<file path="src/rtl/adder_pkg.sv">
// Shared constants and state encoding for the burst accumulator.
// No logic; types and limits only.
// Not applicable (no handshakes).
package adder_pkg;

  localparam int DATA_W = 16;

  localparam logic [DATA_W-1:0] SMAX = 16'h7FFF;
  localparam logic [DATA_W-1:0] SMIN = 16'h8000;
  localparam logic [DATA_W-1:0] UMAX = 16'hFFFF;

  // Accumulator control states
  typedef enum logic [1:0] {
    IDLE  = 2'd0,
    ACCUM = 2'd1,
    DONE  = 2'd2
  } state_e;

endpackage : adder_pkg

</file>
<file path="src/rtl/full_adder_16bit.sv">
// 16-bit ripple adder with carry-out and two's-complement overflow.
// Purely combinational, zero cycles.
// No flow control; the result follows the inputs.
module full_adder_16bit
  import adder_pkg::*;
(
  input  logic [DATA_W-1:0] a,
  input  logic [DATA_W-1:0] b,
  input  logic              cin,
  output logic [DATA_W-1:0] sum,
  output logic              cout,
  output logic              overflow
);

  logic [DATA_W:0] full_sum;

  assign full_sum = {1'b0, a} + {1'b0, b} + {{DATA_W{1'b0}}, cin};
  assign sum      = full_sum[DATA_W-1:0];
  assign cout     = full_sum[DATA_W];

  // Signed overflow: both operands share a sign that the result does not.
  assign overflow = (a[DATA_W-1] == b[DATA_W-1]) && (sum[DATA_W-1] != a[DATA_W-1]);

endmodule : full_adder_16bit

</file>
<file path="src/rtl/adder_accumulator_16bit.sv">
// Burst accumulator: sums len operands with sticky carry/overflow status.
// Result is visible one cycle after the last operand handshake.
// Operands are stalled outside ACCUM; the result holds until out_ready.
module adder_accumulator_16bit
  import adder_pkg::*;
#(
  parameter int LEN_W    = 8,
  parameter bit SATURATE = 1'b0
) (
  input  logic              clk,
  input  logic              rst_n,
  input  logic              start,
  input  logic [LEN_W-1:0]  len,
  input  logic              signed_mode,
  input  logic              in_valid,
  input  logic [DATA_W-1:0] in_data,
  output logic              in_ready,
  output logic              out_valid,
  input  logic              out_ready,
  output logic [DATA_W-1:0] acc_out,
  output logic [LEN_W-1:0]  carry_cnt,
  output logic              ovf_sticky,
  output logic              busy
);

  state_e              state_q, state_d;
  logic [DATA_W-1:0]   acc_q, acc_d;
  logic [LEN_W-1:0]    rem_q, rem_d;
  logic [LEN_W-1:0]    carry_q, carry_d;
  logic                ovf_q, ovf_d;
  logic                mode_q, mode_d;

  logic [DATA_W-1:0]   add_sum;
  logic                add_cout;
  logic                add_ovf;
  logic [DATA_W-1:0]   next_acc;
  logic                range_err;
  logic                in_hs;

  // Adder sees the running total and the current operand.
  full_adder_16bit u_adder (
    .a        (acc_q),
    .b        (in_data),
    .cin      (1'b0),
    .sum      (add_sum),
    .cout     (add_cout),
    .overflow (add_ovf)
  );

  // Handshake qualifiers derive only from registered state.
  assign in_ready  = (state_q == ACCUM);
  assign out_valid = (state_q == DONE);
  assign busy      = (state_q != IDLE);
  assign in_hs     = in_valid && in_ready;

  assign acc_out    = acc_q;
  assign carry_cnt  = carry_q;
  assign ovf_sticky = ovf_q;

  // A range violation is signed overflow in signed bursts, carry-out otherwise.
  assign range_err = mode_q ? add_ovf : add_cout;

  // Saturation mux: clamp toward the side the running total was on.
  always_comb begin
    next_acc = add_sum;
    if (SATURATE) begin
      if (mode_q && add_ovf) begin
        next_acc = acc_q[DATA_W-1] ? SMIN : SMAX;
      end else if (!mode_q && add_cout) begin
        next_acc = UMAX;
      end
    end
  end

  // Burst control: load on start, accumulate on handshakes, hold until taken.
  always_comb begin
    state_d = state_q;
    acc_d   = acc_q;
    rem_d   = rem_q;
    carry_d = carry_q;
    ovf_d   = ovf_q;
    mode_d  = mode_q;
    case (state_q)
      IDLE: begin
        if (start) begin
          acc_d   = '0;
          carry_d = '0;
          ovf_d   = 1'b0;
          mode_d  = signed_mode;
          rem_d   = len;
          state_d = (len == '0) ? DONE : ACCUM;
        end
      end
      ACCUM: begin
        if (in_hs) begin
          acc_d = next_acc;
          rem_d = rem_q - LEN_W'(1);
          if (add_cout && (carry_q != '1)) begin
            carry_d = carry_q + LEN_W'(1);
          end
          if (range_err) begin
            ovf_d = 1'b1;
          end
          if (rem_q == LEN_W'(1)) begin
            state_d = DONE;
          end
        end
      end
      DONE: begin
        if (out_ready) begin
          state_d = IDLE;
        end
      end
      default: begin
        state_d = IDLE;
      end
    endcase
  end

  // State registers; reset aborts any burst in progress.
  always_ff @(posedge clk or negedge rst_n) begin
    if (!rst_n) begin
      state_q <= IDLE;
      acc_q   <= '0;
      rem_q   <= '0;
      carry_q <= '0;
      ovf_q   <= 1'b0;
      mode_q  <= 1'b0;
    end else begin
      state_q <= state_d;
      acc_q   <= acc_d;
      rem_q   <= rem_d;
      carry_q <= carry_d;
      ovf_q   <= ovf_d;
      mode_q  <= mode_d;
    end
  end

endmodule : adder_accumulator_16bit

</file>
<file path="config.mk">
export PLATFORM = sky130hd
export DESIGN_NAME = adder_accumulator_16bit
export DESIGN_NICKNAME = d
export VERILOG_FILES = /design/src/rtl/adder_pkg.sv /design/src/rtl/full_adder_16bit.sv /design/src/rtl/adder_accumulator_16bit.sv
export SDC_FILE = /design/constraint.sdc
export NUM_CORES = 1
export LEC_CHECK = 0
export ABC_AREA = 1
export BUFFER_PORTS_ARGS = -buffer_cell sky130_fd_sc_hd__buf_2
export CORE_MARGIN = 2
export CORE_UTILIZATION = 30
export CTS_CLUSTER_SIZE = 24
export DETAILED_ROUTE_END_ITERATION = 7
export PLACE_DENSITY = 0.54
export SYNTH_ARGS = -nofsm -noshare
export SYNTH_HDL_FRONTEND = slang
export SYNTH_SLANG_ARGS = --single-unit
export TNS_END_PERCENT = 20
</file>
<file path="constraint.sdc">
create_clock -name clk -period 2.4 [get_ports clk]
set_input_delay 0.48 -clock clk [delete_from_list [all_inputs] [get_ports clk]]
set_output_delay 0.48 -clock clk [all_outputs]
set_load 0.02 [all_outputs]
</file>
==> results of run 1 <==
-- cell usage in the layout, fill, tap and decap left out, types with 3 or more instances in the layout --
master    count
nand2_1      93
buf_2        57
inv_1        49
dfrtp_1      36
o21ai_0      32
a21oi_1      27
nor2_1       23
ha_1         19
nand3_1      17
o21ai_1       9
clkbuf_8      6
nand4_1       4
nand2_2       3
o31ai_1       3
a22o_1        3
nor3_1        3
nand3b_1      3
-- stage by stage --
| step | hold slack (ns) | setup slack, ns | util (%) | std cells |
|---|---|---|---|---|
| 5_1_grt | 0.350 | 0.101 | 37.1 | 526 |
| 3_5_place_dp | 0.480 | 0.116 | 36.0 | 518 |
| 6_report | 0.283 | 0.334 | 37.1 | 526 |
| 4_1_cts | 0.316 | 0.312 | 37.1 | 526 |
| 3_3_place_gp | 0.474 | 0.165 | 36.0 | 518 |
| 2_1_floorplan | 0.184 | 0.395 | - | 359 |
-- cell type report --
type                    count  area, µm²
inverters                  52        195
repair buffers             59        300
multi-input cells         266       1460
fillers                   908       5220
clock inverters             1       7.51
well taps                 105        131
flip-flops and latches     36        901
clock buffers               7       86.3
-- path summary, 6_finish.rpt --
check / startpoint / cells after the start / endpoint / slack (ns)
setup / recovery: acc_out[0]$_DFFE_PN0P_ / 12 / carry_cnt[6]$_DFFE_PN0P_ / 0.33
min in group clk: out_ready / 2 / state_q[1]$_DFFE_PN0P_ / 0.35
hold / removal: rst_n / 1 / acc_out[3]$_DFFE_PN0P_ / 0.28
max in group asynchronous: rst_n / 1 / acc_out[14]$_DFFE_PN0P_ / 1.59
setup reg to reg: acc_out[0]$_DFFE_PN0P_ / 12 / carry_cnt[6]$_DFFE_PN0P_ / 0.33
hold reg to reg: rem_q[6]$_DFFE_PN0P_ / 2 / rem_q[6]$_DFFE_PN0P_ / 0.50
-- metal layers --
| layer | wire [µm] | global-route usage (%) | vias to the layer above | part of all wire [%] |
|---|---|---|---|---|
| met4 | 150 | 5.63 | 0 | 2.2 |
| met5 | 0 | 0 | - | 0 |
| met3 | 291 | 2.89 | 12 | 4.3 |
| met2 | 2900 | 23.1 | 61 | 43 |
| li1 | - | - | 1319 | - |
| met1 | 3360 | 20.6 | 1141 | 50 |
-- Yosys cell counts, drive strengths merged, types with 3 or more instances --
cell type and count:
a21oi 28, a22o 3, buf 5, dfrtp 36, ha 19, inv 51, nand2 98, nand3 17
nand3b 3, nand4 4, nor2 25, nor3 3, o21ai 41, o31ai 3
-- registers in the layout (all words and copies together) (netlist names) --
register    count
rem_q           8
state_q         2
carry_cnt       8
mode_q          1
acc_out        16
ovf_sticky      1
-- kinds of logic (layout without fill, tap and decap cells) --
kind of cell / count (synthesis) / in the layout
adders and majority gates: 20 / 20
buffers and inverters: 57 / 119
and+or+nand+nor: 156 / 156
AOI/OAI and AO/OA: 86 / 86
xor gates and xnor gates: 4 / 4
DFF: 36 / 36
-- power breakdown --
part           internal, mW  total (mW)  leakage (nW)  switching, mW
clock network         0.234       0.484        0.0445          0.251
logic                 0.715        2.08          1.16           1.36
registers             0.834        1.01         0.460          0.177
total                  1.78        3.57          1.66           1.79
-- worst max-delay path, stage by stage, from the launching register on --
cell	delay, ns
dfrtp_1	0.40
ha_1	0.21
fa_1	0.42
nand3_1	0.10
nand2_1	0.08
nand2_1	0.07
nand2_1	0.08
nand2_1	0.09
nand2_1	0.09
nand2_1	0.09
nand2_2	0.14
nand4_1	0.11
o21ai_1	0.07
==> results.toml, run 1 <==
[yosys]
synth_top_family_by_area = "simple AND/OR/NAND/NOR gates"
synth_cell_types = 38
synth_seq_cells = 36
synth-edff-count = 0
synthSimpleGateAreaFrac_pct = 26.5
syn_nets = 409
synth_fa_ha_area_share_pct = 9.96
syn_inst = 359
synth_flop_cell = "dfrtp_1"
yosysSeqAreaShare_pct = 34.8
synth_compound_area_share_pct = 18.5
synth_mux_area_share_pct = 0
synth_area_leaders = "dfrtp_1 (35%), nand2_1 (13%), ha_1 (9.2%)"
syn_area_mm2 = 0.00259
synth_xor_area_share_pct = 1.35
synth_top_area_cell = "dfrtp_1"
synth_top_area_share_pct = 34.8
avgSynthCellArea_um2 = 7.21
ys_warn_count = 0
async_reset_ff_share_pct = 100

[floorplan]
dieArea_mm2 = 0.00938
dieWidth_um = 96.9
num_rows = 33
boundaryPins = 58
core_mm2 = 0.00830
dieHeight_um = 96.9
initial_core_util_pct = 31.2

[sta]
max_clock_freq_mhz = 484
final.setup.tns_ns = 0
setup-violations-final = 0
maxSlewHeadroom_pct = 43.0
finalHoldViolCount = 0
finalCritPeriodShare_pct = 86.1
slew_viol_final = 0
clock_skew_ns = 0.00443
rsz0062_at_grt = "false"
worstMarginPinSlew_ns = 0.855
timing.final.crit_period_ns = 2.07

[layout]
nets = 470
num_antenna_cells = 0
area_delta_synth_final_pct = 19.0
stdcell_area_mm2 = 0.00308
drive_gt1_share_pct = 18.5

[flow_run]
cap_viol_max_count = 0

[critical_path]
arrival_ns = 2.26
critPathLaunchType = "register"
critPathCaptureType = "register"
cp_max_fo = 12
critPathRequiredTime_ns = 2.59
critical_path_class = "register to register"

[clock_network]
clock_path_buffers = 2
htree_levels = 2
cts-root-buf = "clkbuf_8"
cts_tree = "done"
cts_resized = 0
cts-hold-fix-buffers = 0
cts_setup_buffers = 0
clock_latency_ns = 0.30
clock_sinks = 36
cts_buffers = 5
path_clk_slew_ns = 0.08

[drt]
num_vias = 2533
drt_iter0_markers = 95
ant_nets = 0
wirelength_um = 6710
dr.pass1.iters = 4
drc = 0
routedWlPerCell_um = 12.8
vias_per_cell = 4.82

[global_route]
grtUsageTotal_pct = 14.9
grt_pass1_wl_um = 11500
antenna_found_initial = 0
grt_pass1_vias = 2465
grt_max_degree = 37
grt_overflow = 0

[pwr]
ir_drop_mv = 0.371
powerDensity_mw_per_mm2 = 1160
totalPowerFinal_mw = 3.57
leakage_nw = 1.66

[placement]
port_buffers = 57
place_area_mm2 = 0.00299
dp_hpwl_um = 5180
gp_congestion = 0.861

[min_path]
hold_class = "input pin to asynchronous set/reset pin"

[outcome]
status = "completed"
Power figures use the tool's default switching activity.
==> inputs of run 2 (changes only) <==
==> constraint.sdc (replaced) <==
create_clock -name clk -period 2.4 [get_ports clk]
set_input_delay 0.24 -clock clk [delete_from_list [all_inputs] [get_ports clk]]
set_output_delay 0.24 -clock clk [all_outputs]
set_load 0.02 [all_outputs]
==> run 2 against run 1 <==
  * Final cell count is 0.19% lower
  * Flip-flop and latch count stayed put
  * Wire length is 0.10% lower
  * First-iteration DRC count is 19% lower
  * Register-to-register slack hardly changed
  * Cell area is 0.53% lower
  * Non-clock buffer count stayed put
  * Largest power group unchanged
  * Critical path depth stayed put
  * Maximum frequency is 0.21% lower
  * Highest routed layer unchanged
  * Hold slack worse by 0.23 ns
==> results.toml, run 2 (same netlist as run 1, synthesis figures left out) <==
[layout]
drive_gt1_share_pct = 18.3
multi_input_area_mm2 = 0.00146
mostFrequentLayoutCells = "nand2_1 (93), buf_2 (57), inv_1 (49)"
final_common_cell = "nand2_1"
regArea_um2 = 901
stdcell_area_mm2 = 0.00306
final.fill_count = 906
largest_reg_flops = 16
area_delta_synth_final_pct = 18.4
nets = 470
layout.cells.non_filler = 525
num_antenna_cells = 0

[drt]
wirelength_um = 6700
ant_nets = 0
routedWlPerCell_um = 12.8
drt_iter0_markers = 77
vias_per_cell = 4.84
drc = 0
num_vias = 2542
dr.pass1.iters = 4

[sta]
maxSlewHeadroom_pct = 43.4
clock_skew_ns = 0.00353
slew_viol_final = 0
fin_ws_ns = 0.329
timing.final.crit_period_ns = 2.07
final.setup.tns_ns = 0
worstMarginPinSlew_ns = 0.849
holdWs_ns = 0.0494
finalHoldViolCount = 0
finalCritPeriodShare_pct = 86.3
rsz0062_at_grt = "false"
max_clock_freq_mhz = 483
setup-violations-final = 0

[pwr]
powerDensity_mw_per_mm2 = 1150
leakage_nw = 1.66
ir_drop_mv = 0.296

[clock_network]
cts_buffers = 5
clock_sinks = 36
cts_setup_buffers = 0
cts-hold-fix-buffers = 0
cts_resized = 0
clock_latency_ns = 0.29
path_clk_slew_ns = 0.08
clock_path_buffers = 2
cts_tree = "done"
cts-root-buf = "clkbuf_8"
htree_levels = 2

[placement]
place_inst = 518
dp_hpwl_um = 5200
place_ws_ns = 0.340
port_buffers = 57
gp_congestion = 0.862
place_area_mm2 = 0.00299

[critical_path]
cp_max_fo = 12
critPathLaunchType = "register"
critPathCaptureType = "register"
critPathRequiredTime_ns = 2.58
critical_path_class = "register to register"
arrival_ns = 2.25

[global_route]
grt_max_degree = 37
grt_overflow = 0
grtUsageTotal_pct = 14.7
antenna_found_initial = 0
grt_pass1_wl_um = 11300
grt_pass1_vias = 2427

[min_path]
hold_class = "input pin to asynchronous set/reset pin"

[floorplan]
dieHeight_um = 96.9
dieWidth_um = 96.9
boundaryPins = 58
initial_core_util_pct = 31.2
num_rows = 33
dieArea_mm2 = 0.00938
core_mm2 = 0.00830

[outcome]
status = "completed"

[flow_run]
cap_viol_max_count = 0
==> run 2: layout make-up <==
class                   count  share of cell area, %
multi-input cells         266                   47.6
flip-flops and latches     36                   29.4
repair buffers             59                   9.80
inverters                  52                   6.37
well taps                 105                   4.29
clock buffers               6                   2.37
clock inverters             1                  0.163
==> run 2: power breakdown <==
part | internal (mW) | leakage (nW) | switching [mW] | total (mW)
sequential | 0.834 | 0.460 | 0.174 | 1.01
clock | 0.198 | 0.0410 | 0.228 | 0.426
combinational | 0.715 | 1.16 | 1.36 | 2.08
==> run 2: routing by layer <==
layer	part of all wire, %	up-vias	GRT usage, %
li1	-	1315	-
met3	4.4	9	3.54
met5	0	-	0
met2	46	57	24.3
met4	1.2	0	3.79
met1	48	1161	19.2
==> run 2: final timing paths <==
check,startpoint,end,slack (ns),depth (start not counted)
worst max-delay path,acc_out[0]$_DFFE_PN0P_,carry_cnt[6]$_DFFE_PN0P_,0.33,12
worst min-delay path,rst_n,acc_out[5]$_DFFE_PN0P_,0.05,1
worst max register to register,acc_out[0]$_DFFE_PN0P_,carry_cnt[6]$_DFFE_PN0P_,0.33,12
worst min register to register,rem_q[6]$_DFFE_PN0P_,rem_q[6]$_DFFE_PN0P_,0.49,2
max in group asynchronous,rst_n,acc_out[15]$_DFFE_PN0P_,1.81,1
min in group clk,out_ready,state_q[1]$_DFFE_PN0P_,0.13,2
==> run 2: through the flow <==
| step | util (%) | total power, mW |
|---|---|---|
| 5_1_grt | 36.9 | 3.90 |
| 2_1_floorplan | - | 2.56 |
| 4_1_cts | 36.9 | 3.56 |
| 3_3_place_gp | 36.0 | 3.10 |
| 6_report | 36.9 | 3.51 |
| 3_5_place_dp | 36.0 | 3.11 |
==> run 2: worst max-delay path, cell delays in order (launching register included) <==
cell and delay, ns:
dfrtp_1 0.40, ha_1 0.22, fa_1 0.43, nand3_1 0.09
nand2_1 0.08, nand2_1 0.07, nand2_1 0.08, nand2_1 0.09
nand2_1 0.10, nand2_1 0.09, nand2_2 0.14, nand4_1 0.11
o21ai_1 0.06
